==> config.mk <==
export PLATFORM = sky130hd
export DESIGN_NAME = cap_sched
export DESIGN_NICKNAME = d
export VERILOG_FILES = /design/src/rtl/cap_sched_pkg.sv /design/src/rtl/cap_rr_arb2.sv /design/src/rtl/cap_sched.sv
export SDC_FILE = /design/constraint.sdc
export NUM_CORES = 1
export LEC_CHECK = 0
export ABC_AREA = 1
export BUFFER_PORTS_ARGS = -buffer_cell sky130_fd_sc_hd__buf_2
export CAP_MARGIN = 20
export CORE_AREA = 2 2 66 56
export DETAILED_ROUTE_END_ITERATION = 10
export DIE_AREA = 0 0 68 58
export GPL_TIMING_DRIVEN = 0
export HOLD_SLACK_MARGIN = 0.15
export PLACE_DENSITY = 0.59
export SYNTH_ARGS = -nofsm -noshare
export SYNTH_HDL_FRONTEND = slang
export SYNTH_SLANG_ARGS = --single-unit
==> constraint.sdc <==
create_clock -name clk -period 4.5 [get_ports clk]
set_input_delay 0 -clock clk [delete_from_list [all_inputs] [get_ports clk]]
set_output_delay 0 -clock clk [all_outputs]
set_load 0.05 [all_outputs]
==> src/rtl/cap_sched_pkg.sv <==
// Shared definitions for the I/Q capture scheduler: state encoding,
// requester indices and the default frame depth.
package cap_sched_pkg;

    typedef enum logic [2:0] {
        ST_IDLE    = 3'd0,
        ST_FLUSH   = 3'd1,
        ST_CAPTURE = 3'd2,
        ST_SETTLE  = 3'd3,
        ST_KICK    = 3'd4,
        ST_DRAIN   = 3'd5,
        ST_ACK     = 3'd6
    } cap_state_e;

    localparam int HOST      = 0;
    localparam int DSP       = 1;
    localparam int CAP_DEPTH = 120;

    // Requester index to one-hot grant/ack vector.
    function automatic logic [1:0] idx2oh(input logic idx);
        idx2oh = idx ? 2'b10 : 2'b01;
    endfunction

endpackage

==> src/rtl/cap_rr_arb2.sv <==
// Two-way round-robin arbiter. The last-served pointer moves only when the
// scheduler retires a frame, so the winner is stable for the whole IDLE cycle.
module cap_rr_arb2
    import cap_sched_pkg::*;
(
    input  logic       clk,
    input  logic       rstb,
    input  logic [1:0] req,
    input  logic       upd,
    input  logic       served,
    output logic       win
);

    logic last_q, last_d;

    // Remember who was served when the frame is acknowledged.
    always_comb begin
        last_d = upd ? served : last_q;
    end

    // Pointer starts at DSP so the host wins the first contention.
    always_ff @(posedge clk or negedge rstb) begin
        if (!rstb) last_q <= 1'(DSP);
        else       last_q <= last_d;
    end

    // Single requester wins outright; on contention the one not served last wins.
    always_comb begin
        case (req)
            2'b10:   win = 1'(DSP);
            2'b11:   win = ~last_q;
            default: win = 1'(HOST);
        endcase
    end

endmodule

==> src/rtl/cap_sched.sv <==
// Capture/readout scheduler: grants the shared capture buffer, gates the
// sample enable for exactly one frame, kicks readout and waits for it.
module cap_sched
    import cap_sched_pkg::*;
#(
    parameter int DEPTH   = CAP_DEPTH,
    parameter int SKIP    = 0,
    parameter int CNT_W   = 8,
    parameter int TIMEOUT = 255
) (
    input  logic       clk,
    input  logic       rstb,
    input  logic [1:0] req,
    input  logic       sample_valid_in,
    input  logic       mem_out_done,
    output logic       cap_en_out,
    output logic       mem_done,
    output logic [1:0] gnt,
    output logic [1:0] ack,
    output logic       timeout_o,
    output logic       busy
);

    localparam int WD_W = (TIMEOUT > 1) ? $clog2(TIMEOUT) : 1;
    localparam logic [CNT_W-1:0] SKIP_LAST  = CNT_W'((SKIP > 0) ? SKIP - 1 : 0);
    localparam logic [CNT_W-1:0] DEPTH_LAST = CNT_W'(DEPTH - 1);
    localparam logic [WD_W-1:0]  WD_LAST    = WD_W'(TIMEOUT - 1);

    cap_state_e       state_q, state_d;
    logic [CNT_W-1:0] cnt_q, cnt_d;
    logic [WD_W-1:0]  wd_q, wd_d;
    logic             settle_q, settle_d;
    logic             owner_q, owner_d;
    logic             to_q, to_d;
    logic             win;
    logic             wd_exp;

    assign wd_exp = (wd_q == WD_LAST);

    cap_rr_arb2 u_arb (
        .clk    (clk),
        .rstb   (rstb),
        .req    (req),
        .upd    (state_q == ST_ACK),
        .served (owner_q),
        .win    (win)
    );

    // State and bookkeeping registers; reset mid-frame simply abandons it.
    always_ff @(posedge clk or negedge rstb) begin
        if (!rstb) begin
            state_q  <= ST_IDLE;
            cnt_q    <= '0;
            wd_q     <= '0;
            settle_q <= 1'b0;
            owner_q  <= 1'b0;
            to_q     <= 1'b0;
        end else begin
            state_q  <= state_d;
            cnt_q    <= cnt_d;
            wd_q     <= wd_d;
            settle_q <= settle_d;
            owner_q  <= owner_d;
            to_q     <= to_d;
        end
    end

    // Next-state: req is only looked at in IDLE, so mid-frame drops are ignored.
    always_comb begin
        state_d = state_q;
        case (state_q)
            ST_IDLE:    if (|req) state_d = (SKIP == 0) ? ST_CAPTURE : ST_FLUSH;
            ST_FLUSH:   if (sample_valid_in && cnt_q == SKIP_LAST) state_d = ST_CAPTURE;
            ST_CAPTURE: if (sample_valid_in && cnt_q == DEPTH_LAST) state_d = ST_SETTLE;
            ST_SETTLE:  if (settle_q) state_d = ST_KICK;
            ST_KICK:    state_d = ST_DRAIN;
            ST_DRAIN:   if (mem_out_done || wd_exp) state_d = ST_ACK;
            ST_ACK:     state_d = ST_IDLE;
            default:    state_d = ST_IDLE;
        endcase
    end

    // Counters clear on every state change; SETTLE waits out the buffer's
    // two-stage write path before the readout kick.
    always_comb begin
        cnt_d    = cnt_q;
        wd_d     = wd_q;
        settle_d = settle_q;
        owner_d  = owner_q;
        to_d     = to_q;
        if (state_d != state_q) begin
            cnt_d    = '0;
            wd_d     = '0;
            settle_d = 1'b0;
        end else begin
            if ((state_q == ST_FLUSH || state_q == ST_CAPTURE) && sample_valid_in)
                cnt_d = cnt_q + 1'b1;
            if (state_q == ST_DRAIN)
                wd_d = wd_q + 1'b1;
            if (state_q == ST_SETTLE)
                settle_d = 1'b1;
        end
        if (state_q == ST_IDLE && |req)
            owner_d = win;
        // A real out_done on the expiry cycle counts as a normal completion.
        if (state_q == ST_DRAIN)
            to_d = wd_exp && !mem_out_done;
    end

    // Outputs decode straight from the state register; the enable is the
    // only write path into the buffer.
    always_comb begin
        busy       = (state_q != ST_IDLE);
        cap_en_out = sample_valid_in && (state_q == ST_CAPTURE);
        mem_done   = (state_q == ST_KICK);
        gnt        = busy ? idx2oh(owner_q) : 2'b00;
        ack        = (state_q == ST_ACK) ? idx2oh(owner_q) : 2'b00;
        timeout_o  = (state_q == ST_ACK) && to_q;
    end

endmodule

# Word level (Yosys, flattened, before mapping)
# Index checks and enable logic that the tools add are counted.
# word_totals
reg_bits	23
output_inout_bits	8
wordCells	54
# op_classes
n_addsub	2
eq_ne	11
muxes	16
n_bitwise	1
n_reduce_logical	17
# op_table
op	count
8-bit 2-to-1 mux	4
3-bit case mux with 6 select lines	1
8-bit by 1-bit adder with 8-bit output, second input constant	2
3-bit 2-to-1 mux	5
3-bit == test, second input constant	3
8-bit by 7-bit == test with 1-bit output, second input constant	1
8-bit == test, second input constant	1
8-bit logical NOT	1
1-bit logical AND	7
3-bit by 2-bit == test with 1-bit output, second input constant	2
2-bit 2-to-1 mux	3
2-bit nonzero test	3
2-bit == test, second input constant	2
3-bit by 1-bit == test with 1-bit output, second input constant	1
3-bit logical NOT	1
3-bit inequality test	1
3-bit nonzero test	1
1-bit logical OR	2
1-bit 2-to-1 mux	2
1-bit case mux with 2 select lines	1
2-bit OR reduction	1
1-bit logical NOT	1
1-bit inverter	1

# Depth between registers and ports, before layout
# Gate-level depths: netlist of the first run.
# logic_depth
ltp_word	6
mapped_depth	14

# Modules after synthesis
# From an unflattened synthesis of the first run, not the netlist that was laid out.
# unflattened
hier_cells	191
hier_area_um2	1471.4
# modules_own_cells
module	instances	cells_per_inst	area_per_inst_um2	seq_area_each_um2
cap_sched	1	184	1417.6	550.5
cap_rr_arb2	1	7	53.8	26.3

# Least setup slack after synthesis of the first run
# OpenSTA, ideal clock, no wires.
# synth_timing
kind	register to register
from	register state_q[2]
to	register cnt_q[5]
setup_time_ps	120
t_arrival_ps	1591
required_time_ps	4380
slack_ps	2789
path_stages_with_launch	10
n_path_buf	1
synth_period_minus_slack_ps	1711
path_cell_list	dfrtp_1 > nor2_1 > nand2_1 > nor2_1 > nor2_2 > nand4_1 > nand2_1 > nand2_4 > buf_6 > nor2_1
# synth_via
elab_chain_len	4
# synth_lines
element	line	text
start: declaration	cap_sched.sv:29	cap_state_e state_q, state_d;
start signal: assignment	cap_sched.sv:59	state_q <= state_d;
3-bit == test, or another cell as far along	cap_sched.sv:71	case (state_q)
3-bit case mux with 6 select lines or 1-bit logical OR (tied branches)	cap_sched.sv:71, cap_sched.sv:96	
3-bit inequality test or 1-bit logical AND (tied branches)	cap_sched.sv:91, cap_sched.sv:96	
8-bit 2-to-1 mux or 2-bit nonzero test (tied branches)	n/a	
end signal: assignment	cap_sched.sv:60	cnt_q <= cnt_d;
end: declaration	cap_sched.sv:30	logic [CNT_W-1:0] cnt_q, cnt_d;
# Parallel ways exist; a longest one is shown, timed or not.
# A chain may end at the register's enable or synchronous reset.

# Worst setup path after layout of the first run
# layout_timing
from	register cnt_q[0]
to	register cnt_q[5]
# layout_via
elab_chain_len	6
# layout_lines
element	line	text
8-bit by 7-bit == test with 1-bit output or 8-bit logical NOT (tied branches)	cap_sched.sv:74, cap_sched.sv:73	
1-bit logical AND (on tied branches)	cap_sched.sv:74, cap_sched.sv:73	
3-bit 2-to-1 mux (on tied branches)	cap_sched.sv:74, cap_sched.sv:73	
3-bit case mux with 6 select lines (*)	cap_sched.sv:71	
via state_d[0]	cap_sched.sv:29	
3-bit inequality test (*)	cap_sched.sv:91	if (state_d != state_q) begin
8-bit 2-to-1 mux or 2-bit nonzero test (tied branches)	n/a	
# The timed path passes the listed nets; every way through them passes the cells marked *. The select of a mux whose other input is x is not followed.

==> results.md, run 1 <==
* Status: finished, final reports clean
* Leakage power at ~0.78 nW
* Die X at 68 µm
* Cell Area, Synth at between 1000 and 1500 µm²
* CP max stage cell: dfrtp_1
* Max-slew headroom at between 60% and 70%
* Crit-path max FO at 10
* Worst endpoint required time at between 4 and 5 ns
* Pre-CTS WS at 2.739 ns
* Crit end category: register
* First-pass DRT Iterations at 4
* Worst endpoint data arrival time at between 1.5 and 2 ns
* DRC Markers at 0
* Post-synth EDFFs at 0
* Die height at ~58 µm
* Final Hold Fails at 0
* Fin crit period at about 1.8 ns
* Initial Util at between 40% and 50%
* CTS Root Cell: clkbuf_8
* Final worst slack at between 2 and 3 ns
* Number of buffers created by CTS at 3
* Net Sw Frac at a little over two fifths
* NumNets Final at 210
* First-pass GRT wire length at between 4000 and 5000 µm
* FFs w/ async S/R, synth at between 90% and 100%
* Post-synthesis sequential area ratio at a little over two fifths
* Final setup violation count at 0
* Post-DR vias/cell at 4.539
* Top-count cell post-synth: nor2_1
* Setup bufs post-CTS at 0
* Layout cell share with drive strength beyond 1 at 12.56%
* Worst Path Buf+Inv at 3
* PortBufs at 13
* I/O pin count at 14
* CTS tree: built
* Global route total overflow at 0
* Vias at 1094
* Mean Syn Cell Area at ~7.4 µm²
* Gate Count Post-Synth at 178
* Synthesized Nets at 188
* Crit path largest cell delay at ~0.41 ns
* WL per Instance at roughly 10 µm
* Clk Latency, worst-skew pair at 0.26 ns
* Vias in the first global route at approximately 1100
* Post-DP HPWL at ~1900 µm
* Fillers at between 300 and 400
* H-tree level count at 1
* Clock transition at the registers of the reported paths at roughly 0.080 ns
* Gp weighted congestion at about 0.85
* Comb power frac at 42.3%
* Final hold slack at 0.1689 ns
* Fmax at between 500 and 600 MHz
* Synth warn at 0
* Clock power share at between 10% and 20%
* Initial antenna violation count at 0
* Power per cell area at approximately 460 nW/µm²
* Die area at slightly below 4000 µm²
* Yosys top cell area share at approximately two fifths
* Clock Sink Count at 23
* Crit Path Class: register to register
* Ant. Diodes at 0
* Ranking of synthesized cells by area: dfrtp_1 (42%), nor2_1 (13%), nand2_1 (12%)
* Crit start category: register
* Worst slew pin tran at 0.5175 ns
* Core area at between 3000 and 4000 µm²
* Final wirelength at about 2500 µm
* Largest net degree at the start of global routing at 24
* Area Growth Syn to Fin at 15.33%
* Worst-path cell chain: inv_1, ha_1, nand2_1, inv_1, nand2_1, nor2_1, nor2_1, nor2_1, nand2_1, nand2_1, nand2_2, nand2_4, buf_6, nor2_1
* Synth top cells by count: nor2_1 (46), nand2_1 (42), inv_1 (23)
* Int Pwr at 402.9 µW
* GR Util All Layers at 14.93%
* Max Buffers Root-to-Sink at 2
* 1st-iter DRT viols at 68
* Yosys top cell by area: dfrtp_1
* Multi-input gate area at around 650 µm²
* Register area at approximately 580 µm²
* Delay-heaviest family, CP: simple AND/OR/NAND/NOR gates
* RSZ-0062 raised after global routing: false
* NetSw at between 200 and 300 µW
* Synth Flop Type: dfrtp_1
* Seq pwr share at between 30% and 40%
* Fin Setup TNS at 0 ns
* Worst clock skew at roughly 0.0024 ns
* Yosys cell types at 19
* Slew Limit Fails at 0
* HP Class: input pin to register
* Max Cap Viol at 0
* Seq cells post-synth at 23
* Final worst-path cycle share at about 39%
* Rows at 19
* Peak supply drop at about 0.15 mV
* Antenna viol nets, final at 0
[power groups by stage]
stage | logic, mW | clock network (mW) | registers [mW]
5_1_grt | 0.337 | 0.142 | 0.284
6_report | 0.295 | 0.124 | 0.279
4_1_cts | 0.300 | 0.132 | 0.279
3_3_place_gp | 0.289 | 0 | 0.281
3_5_place_dp | 0.295 | 0 | 0.283
2_1_floorplan | 0.233 | 0 | 0.274
[final timing paths]
path | startpoint | to | slack, ns | cells past startpoint
worst max-delay path | cnt_q[0] | cnt_q[5] | 2.75 | 14
worst min register to register | u_arb.last_q | u_arb.last_q | 0.50 | 2
worst min-delay path | req[0] | owner_q | 0.17 | 4
max in group asynchronous | rstb | u_arb.last_q | 3.89 | 2
min in group asynchronous | rstb | cnt_q[1] | 0.25 | 2
worst max register to register | cnt_q[0] | cnt_q[5] | 2.75 | 14
[per-stage QoR]
stage / area, µm² / cells / util (%) / power (mW)
2_1_floorplan: 1323 / 178 / - / 0.5071
3_3_place_gp: 1440 / 233 / 43.90 / 0.5699
3_5_place_dp: 1440 / 233 / 43.90 / 0.5776
4_1_cts: 1525 / 241 / 46.49 / 0.7109
5_1_grt: 1525 / 241 / 46.49 / 0.7631
6_report: 1525 / 241 / 46.49 / 0.6984
[cells by family (layout without fill, tap and decap cells)]
logic type | count (synthesis) | count (layout) | share of synthesized area (%)
buf+inv | 24 | 45 | 7.379
fa+ha+maj | 4 | 4 | 3.784
xor+xnor | 11 | 11 | 7.285
simple gates | 107 | 107 | 33.77
compound gates | 9 | 9 | 4.163
flops | 23 | 23 | 43.61
[cell usage in the layout (no fill, tap or decap)]
cell type	instances
dfstp_2	1
a31o_2	1
nor2_1	46
xor2_1	9
xnor2_1	2
a21oi_2	1
dfrtp_1	22
dlygate4sd3_1	4
nand2_1	42
nand3_1	9
ha_1	4
inv_1	23
nand3_2	1
o21bai_1	1
nor2_2	2
nand2_4	1
buf_6	1
buf_2	13
clkbuf_1	1
nand2_2	1
clkbuf_8	3
o21ai_0	6
nand4_1	5
[repair_timing]
action                    in CTS  in global routing
hold endpoints to repair      26                  0
hold buffers                   4                  0
resized for setup              0                  0
[area by class of cell]
type                            count  share of cell area (%)
Multi-Input combinational cell    131                   42.49
Timing Repair Buffer               17                   6.891
Inverter                           23                   5.660
Clock buffer                        4                   2.953
Buffer                              1                  0.7383
Tap cell                           42                   3.445
Sequential cell                    23                   37.82
[routing by layer]
| metal | routed length [µm] | global-route usage, % | vias to the layer above |
|---|---|---|---|
| met5 | 0 | 0 | - |
| met4 | 13 | 3.429 | 0 |
| met3 | 73 | 2.913 | 2 |
| met2 | 1130 | 24.97 | 10 |
| met1 | 1292 | 19.95 | 497 |
| li1 | - | - | 585 |
[registers in the layout, indices dropped and copies added, names as in the netlist]
name	flops
u_arb.last_q	1
cnt_q	8
settle_q	1
state_q	3
wd_q	8
to_q	1
owner_q	1
[tightest hold or removal path, cell delays in order]
cell and delay (ns):
buf_2 0.09, nor2_1 0.04, nor2_1 0.16, o21ai_0 0.10
(Power assumes the default switching activity.)
==> run 2: changes to the inputs <==
- ABC_AREA: 1 -> 0
- CORE_AREA: 2 2 66 56 -> 2 2 68 57
- DIE_AREA: 0 0 68 58 -> 0 0 70 59
- PLACE_DENSITY: 0.59 -> 0.6
- clock period: 4.5 -> 1.4 ns (I/O delays scaled with it)
==> results.md, run 2 <==
* Status: finished, violations left
* Failing checks: negative setup slack
* FFs w/ async S/R, synth at 100.0%
* First-pass DRT Iterations at 4
* Crit Path Class: register to register
* Gp weighted congestion at roughly 0.78
* Crit. Startpoint: cnt_q[1]
* Reg2reg start: cnt_q[1]
* Seq cells post-synth at 23
* Final worst-path cycle share at 131.1%
* Worst slew pin tran at 0.5681 ns
* Yosys top cell by area: dfrtp_1
* Initial Util at between 40% and 50%
* Final wirelength at 3516 µm
* Mean Syn Cell Area at between 9 and 10 µm²
* R2r worst-path depth at 8
* Slew Limit Fails at 0
* Reg2reg end: cnt_q[6]
* Die height at between 50 and 60 µm
* Crit-path max FO at 5
* Peak supply drop at ~0.94 mV
* Final setup violation count at 22
* Power per cell area at 1858 nW/µm²
* CP max stage cell: dfrtp_1
* Final Hold Fails at 0
* Biggest regs: cnt_q: 8 flops, wd_q: 8 flops, state_q: 3 flops
* Ant. Diodes at 0
* HP Class: input pin to register
* Critical Path End: cnt_q[6]
* Hold Crit Depth at 5
* Final worst slack at -0.4359 ns
* 1st-iter DRT viols at 58
* Leading cell type in the layout, fill and taps excluded: dfrtp_1
* Worst-path cell chain: inv_2, ha_2, nor4b_4, a21oi_1, o211a_1, o22ai_4, buf_6, nor2_1
* Crit path largest cell delay at approximately 0.42 ns
* Post-DR vias/cell at about 5.4
* Post-DP HPWL at 2257 µm
* Die X at ~70 µm
* GR Util All Layers at between 10% and 20%
* Die area at a little over 4000 µm²
* Fin Setup TNS at -7.621 ns
* Layout cell share with drive strength beyond 1 at 45.00%
* Cell Area, Synth at roughly 1400 µm²
* Max Cap Viol at 0
* Yosys cell types at 43
* I/O pin count at 14
* Largest net degree at the start of global routing at 24
* WL per Instance at 15.84 µm
* Max-slew headroom at 62.13%
* Max Buffers Root-to-Sink at 2
* Fin crit period at between 1.5 and 2 ns
* CTS tree: built
* PortBufs at 13
* Clock Sink Count at 23
* Worst endpoint data arrival time at around 2.0 ns
* Fmax at 544.7 MHz
* Antenna viol nets, final at 0
* Synth warn at 0
* First-pass GRT wire length at between 5000 and 6000 µm
* Area Growth Syn to Fin at 42.69%
* Rows at 19
* Reg2Reg Setup Slack at -0.44 ns
* Leakage power at 0.8330 nW
* Delay-heaviest family, CP: compound AO/OA/AOI/OAI gates
* Gate Count Post-Synth at ~140
* Core area at about 3400 µm²
* NumNets Final at between 150 and 200
* Most frequent cells in the layout: dfrtp_1 (22), buf_4 (16), buf_6 (14)
* Crit end category: register
* Pre-CTS WS at -0.5343 ns
* Initial antenna violation count at 0
* Post-synth EDFFs at 0
* Clk Latency, worst-skew pair at between 0.2 and 0.3 ns
* Global route total overflow at 0
* Vias in the first global route at 1198
* RSZ-0062 raised after global routing: true
* Synthesized Nets at around 150
* Critical Path Stages at 8
* Clock transition at the registers of the reported paths at about 0.090 ns
* Synth Flop Type: dfrtp_1
* Number of buffers created by CTS at 3
* CTS Root Cell: clkbuf_8
* Post-synthesis sequential area ratio at between 40% and 50%
* Worst Path Buf+Inv at 2
* Worst endpoint required time at 1.57 ns
* Synth top cells by count: dfrtp_1 (22), nor2_1 (22), nand2_1 (11)
* Crit start category: register
* DRC Markers at 0
* Yosys top cell area share at between 30% and 40%
* Ranking of synthesized cells by area: dfrtp_1 (40%), nor2_1 (6.0%), xor2_1 (5.1%)
* Worst clock skew at between 0.003 and 0.004 ns
* H-tree level count at 1
* Vias at roughly 1200
==> run 2: layout make-up <==
class	count	area [µm²]
flip-flops and latches	23	576.8
repair buffers	35	305.3
inverters	7	30.03
fillers	277	1410
clock buffers	3	41.29
well taps	42	52.55
plain buffers	5	52.55
multi-input cells	106	899.6
clock inverters	1	7.507
==> run 2: how the worst min path moves through the flow <==
stage                          from    endpoint  slack [ns]
floorplan                      rstb    cnt_q[0]       -0.30
global placement               rstb     wd_q[5]        0.02
detailed placement             rstb     wd_q[5]        0.02
CTS                 sample_valid_in  state_q[1]        0.25
global route                   rstb     wd_q[3]        0.28
finish                 mem_out_done  state_q[1]        0.24
==> run 2: tightest hold or removal path: stages <==
cell and delay [ns]:
buf_2 0.09, inv_1 0.05, o21ai_1 0.17, a21oi_1 0.12, o41ai_2 0.05
==> run 2: per-stage QoR <==
step	utilization, %	power [mW]	hold slack (ns)	area, µm²	std cells
2_1_floorplan	-	2.053	-0.2956	1410	141
3_3_place_gp	45.26	2.324	0.01945	1528	196
3_5_place_dp	45.26	2.373	0.02009	1528	196
4_1_cts	53.19	3.274	0.2455	1795	213
5_1_grt	58.23	3.843	0.2821	1966	222
6_report	58.23	3.652	0.2403	1966	222
==> run 2: routing by layer <==
| layer | wire, µm | vias up | GRT usage [%] |
|---|---|---|---|
| met2 | 1768 | 11 | 31.02 |
| met5 | 0 | - | 0 |
| li1 | - | 582 | - |
| met3 | 112 | 4 | 4.422 |
| met4 | 21 | 0 | 4.945 |
| met1 | 1613 | 596 | 22.78 |
==> run 2: report_power, final <==
part	switching, mW	internal [mW]	total [mW]
sequential	0.129	0.782	0.911
combinational	1.22	1.08	2.30
clock	0.234	0.202	0.436
total	1.58	2.07	3.65
==> run 2: timing repair <==
action                     4_1_cts  5_1_grt
hold buffers                     4        0
setup endpoints to repair       28       28
pin swaps                       12       11
buffers inserted                 8        9
gates resized for setup         30       31
hold endpoints to repair        26        0
cloned                           1        0
==> run 2: cells by family after synthesis <==
family                   synth area share [%]
XOR/XNOR                                8.901
flip-flops                              41.87
buffers and inverters                   4.541
adder cells (fa/ha/maj)                 3.633
AND/OR/NAND/NOR                         26.61
AO/OA/AOI/OAI                           13.72
multiplexers                           0.7266
==> run 3: changes to the inputs <==
- CELL_PAD_IN_SITES_DETAIL_PLACEMENT: not set -> 1
- CELL_PAD_IN_SITES_GLOBAL_PLACEMENT: not set -> 2
- CORE_AREA: 2 2 68 57 -> 2 2 76 63
- DIE_AREA: 0 0 70 59 -> 0 0 78 65
- PLACE_DENSITY: 0.6 -> 0.72
==> results.md, run 3 (synthesis gave the netlist of run 2 again) <==
* Peak supply drop at around 0.7 mV
* HP Class: input pin to register
* Final Hold Fails at 0
* Worst slew pin tran at ~0.54 ns
* Final hold slack at ~0.21 ns
* Final core utilization at between 40% and 50%
* Fmax at between 500 and 600 MHz
* Clk Latency, worst-skew pair at about 0.27 ns
* Crit start category: register
* Die area at 5070 µm²
* Area Growth Syn to Fin at 45.59%
* Rows at 22
* Antenna viol nets, final at 0
* Core area at ~4400 µm²
* Final worst slack at -0.3937 ns
* Hold Crit Depth at 5
* Post-DP HPWL at around 2400 µm
* RSZ-0062 raised after global routing: true
* Final worst-path cycle share at 128.1%
* Status: finished, violations left
* Leakage power at approximately 0.84 nW
* Reg2reg start: cnt_q[0]
* GR Util All Layers at ~16%
* Clock transition at the registers of the reported paths at ~0.090 ns
* Initial Util at a little under a third
* Most frequent cells in the layout: dfrtp_1 (21), buf_4 (16), nor2_2 (11)
* DRC Markers at 0
* Worst endpoint data arrival time at approximately 2 ns
* R2r worst-path depth at 8
* First-pass DRT Iterations at 4
* Worst endpoint required time at about 1.6 ns
* Vias at 1190
* Global route total overflow at 0
* Die X at between 70 and 80 µm
* NumNets Final at 192
* DP Area at between 1500 and 2000 µm²
* Max-slew headroom at about 64%
* Crit Path Class: register to register
* Number of buffers created by CTS at 3
* Ant. Diodes at 0
* Initial antenna violation count at 0
* Worst Hold End: state_q[1]
* CTS Root Cell: clkbuf_8
* Fin crit period at roughly 1.8 ns
* WL per Instance at ~15 µm
* Reg2reg end: wd_q[1]
* Reg2Reg Setup Slack at -0.39 ns
* Clock Sink Count at 23
* Die height at about 65 µm
* Biggest regs: cnt_q: 8 flops, wd_q: 8 flops, state_q: 3 flops
* PortBufs at 13
* Non-filler cells, final at approximately 240
* Final Power at around 3.7 mW
* Slew Limit Fails at 0
* Leading cell type in the layout, fill and taps excluded: dfrtp_1
* Failing checks: negative setup slack
* 1st-iter DRT viols at 38
* Hold Crit Start: mem_out_done
* Gp weighted congestion at slightly below 0.8
* H-tree level count at 1
* Fin Setup TNS at -6.654 ns
* Final wirelength at between 3000 and 4000 µm
* CTS tree: built
* Worst clock skew at a little over 0.005 ns
* Post-DR vias/cell at just under 5
* Crit-path max FO at 6
* Max Cap Viol at 0
* Worst-path cell chain: inv_2, ha_4, nor4b_4, a21o_1, a221oi_4, o22ai_4, buf_12, a211oi_2
* Crit end category: register
* CP max stage cell: dfrtp_1
* Finished layout cell area at between 2000 and 2500 µm²
* I/O pin count at 14
* Vias in the first global route at roughly 1200
* Crit path largest cell delay at approximately 0.40 ns
* Pre-CTS WS at -0.5320 ns
* Post-Place Cells at ~210
* Layout cell share with drive strength beyond 1 at a little under half
* First-pass GRT wire length at between 6000 and 7000 µm
* Largest net degree at the start of global routing at 24
* Max Buffers Root-to-Sink at 2
* Power per cell area at about 1800 nW/µm²
* Final setup violation count at 20
run 3: worst max path at each step:
stage / from / endpoint / slack (ns)
after floorplan: state_q[0] / settle_q / -0.32
after global placement: cnt_q[0] / cnt_q[0] / -0.48
after detailed placement: cnt_q[0] / cnt_q[1] / -0.53
after CTS: cnt_q[1] / wd_q[1] / -0.43
after global routing: cnt_q[1] / cnt_q[3] / -0.48
final: cnt_q[0] / wd_q[1] / -0.39
run 3: what timing repair did:
item	in CTS	in global routing
cloned	1	1
hold endpoints to repair	26	0
pin swaps	11	9
setup buffers	11	6
hold buffers	4	0
gates resized for setup	35	26
setup endpoints to repair	29	26
run 3: power breakdown:
part	switching [mW]	leakage [nW]	total (mW)	internal [mW]
Combinational	1.25	0.511	2.32	1.08
Sequential	0.130	0.299	0.912	0.782
Clock	0.239	0.0255	0.439	0.199
Total	1.62	0.835	3.68	2.06
run 3: final cells by class:
cell class | instances | area [µm²]
buffer | 5 | 52.55
clock buffer | 3 | 41.29
clock inverter | 1 | 5.005
fill | 497 | 2399
inverter | 7 | 26.28
multi-input combinational | 106 | 907.1
sequential | 23 | 578.1
tap | 60 | 75.07
timing repair buffer | 36 | 320.3
run 3: critical path, delay by kind of cell, from the launching register on:
family	cells	cell delay (ns)
buf+inv	2	0.24
compound gates	4	0.78
fa+ha+maj	1	0.16
flops	1	0.40
simple gates	1	0.13
run 3: per-layer routing:
layer | vias up | global-route usage [%] | routed length (µm)
met5 | - | 0 | 0
met4 | 0 | 1.974 | 18
met3 | 2 | 3.760 | 80
met2 | 9 | 25.54 | 1711
met1 | 602 | 22.28 | 1865
li1 | 577 | - | -
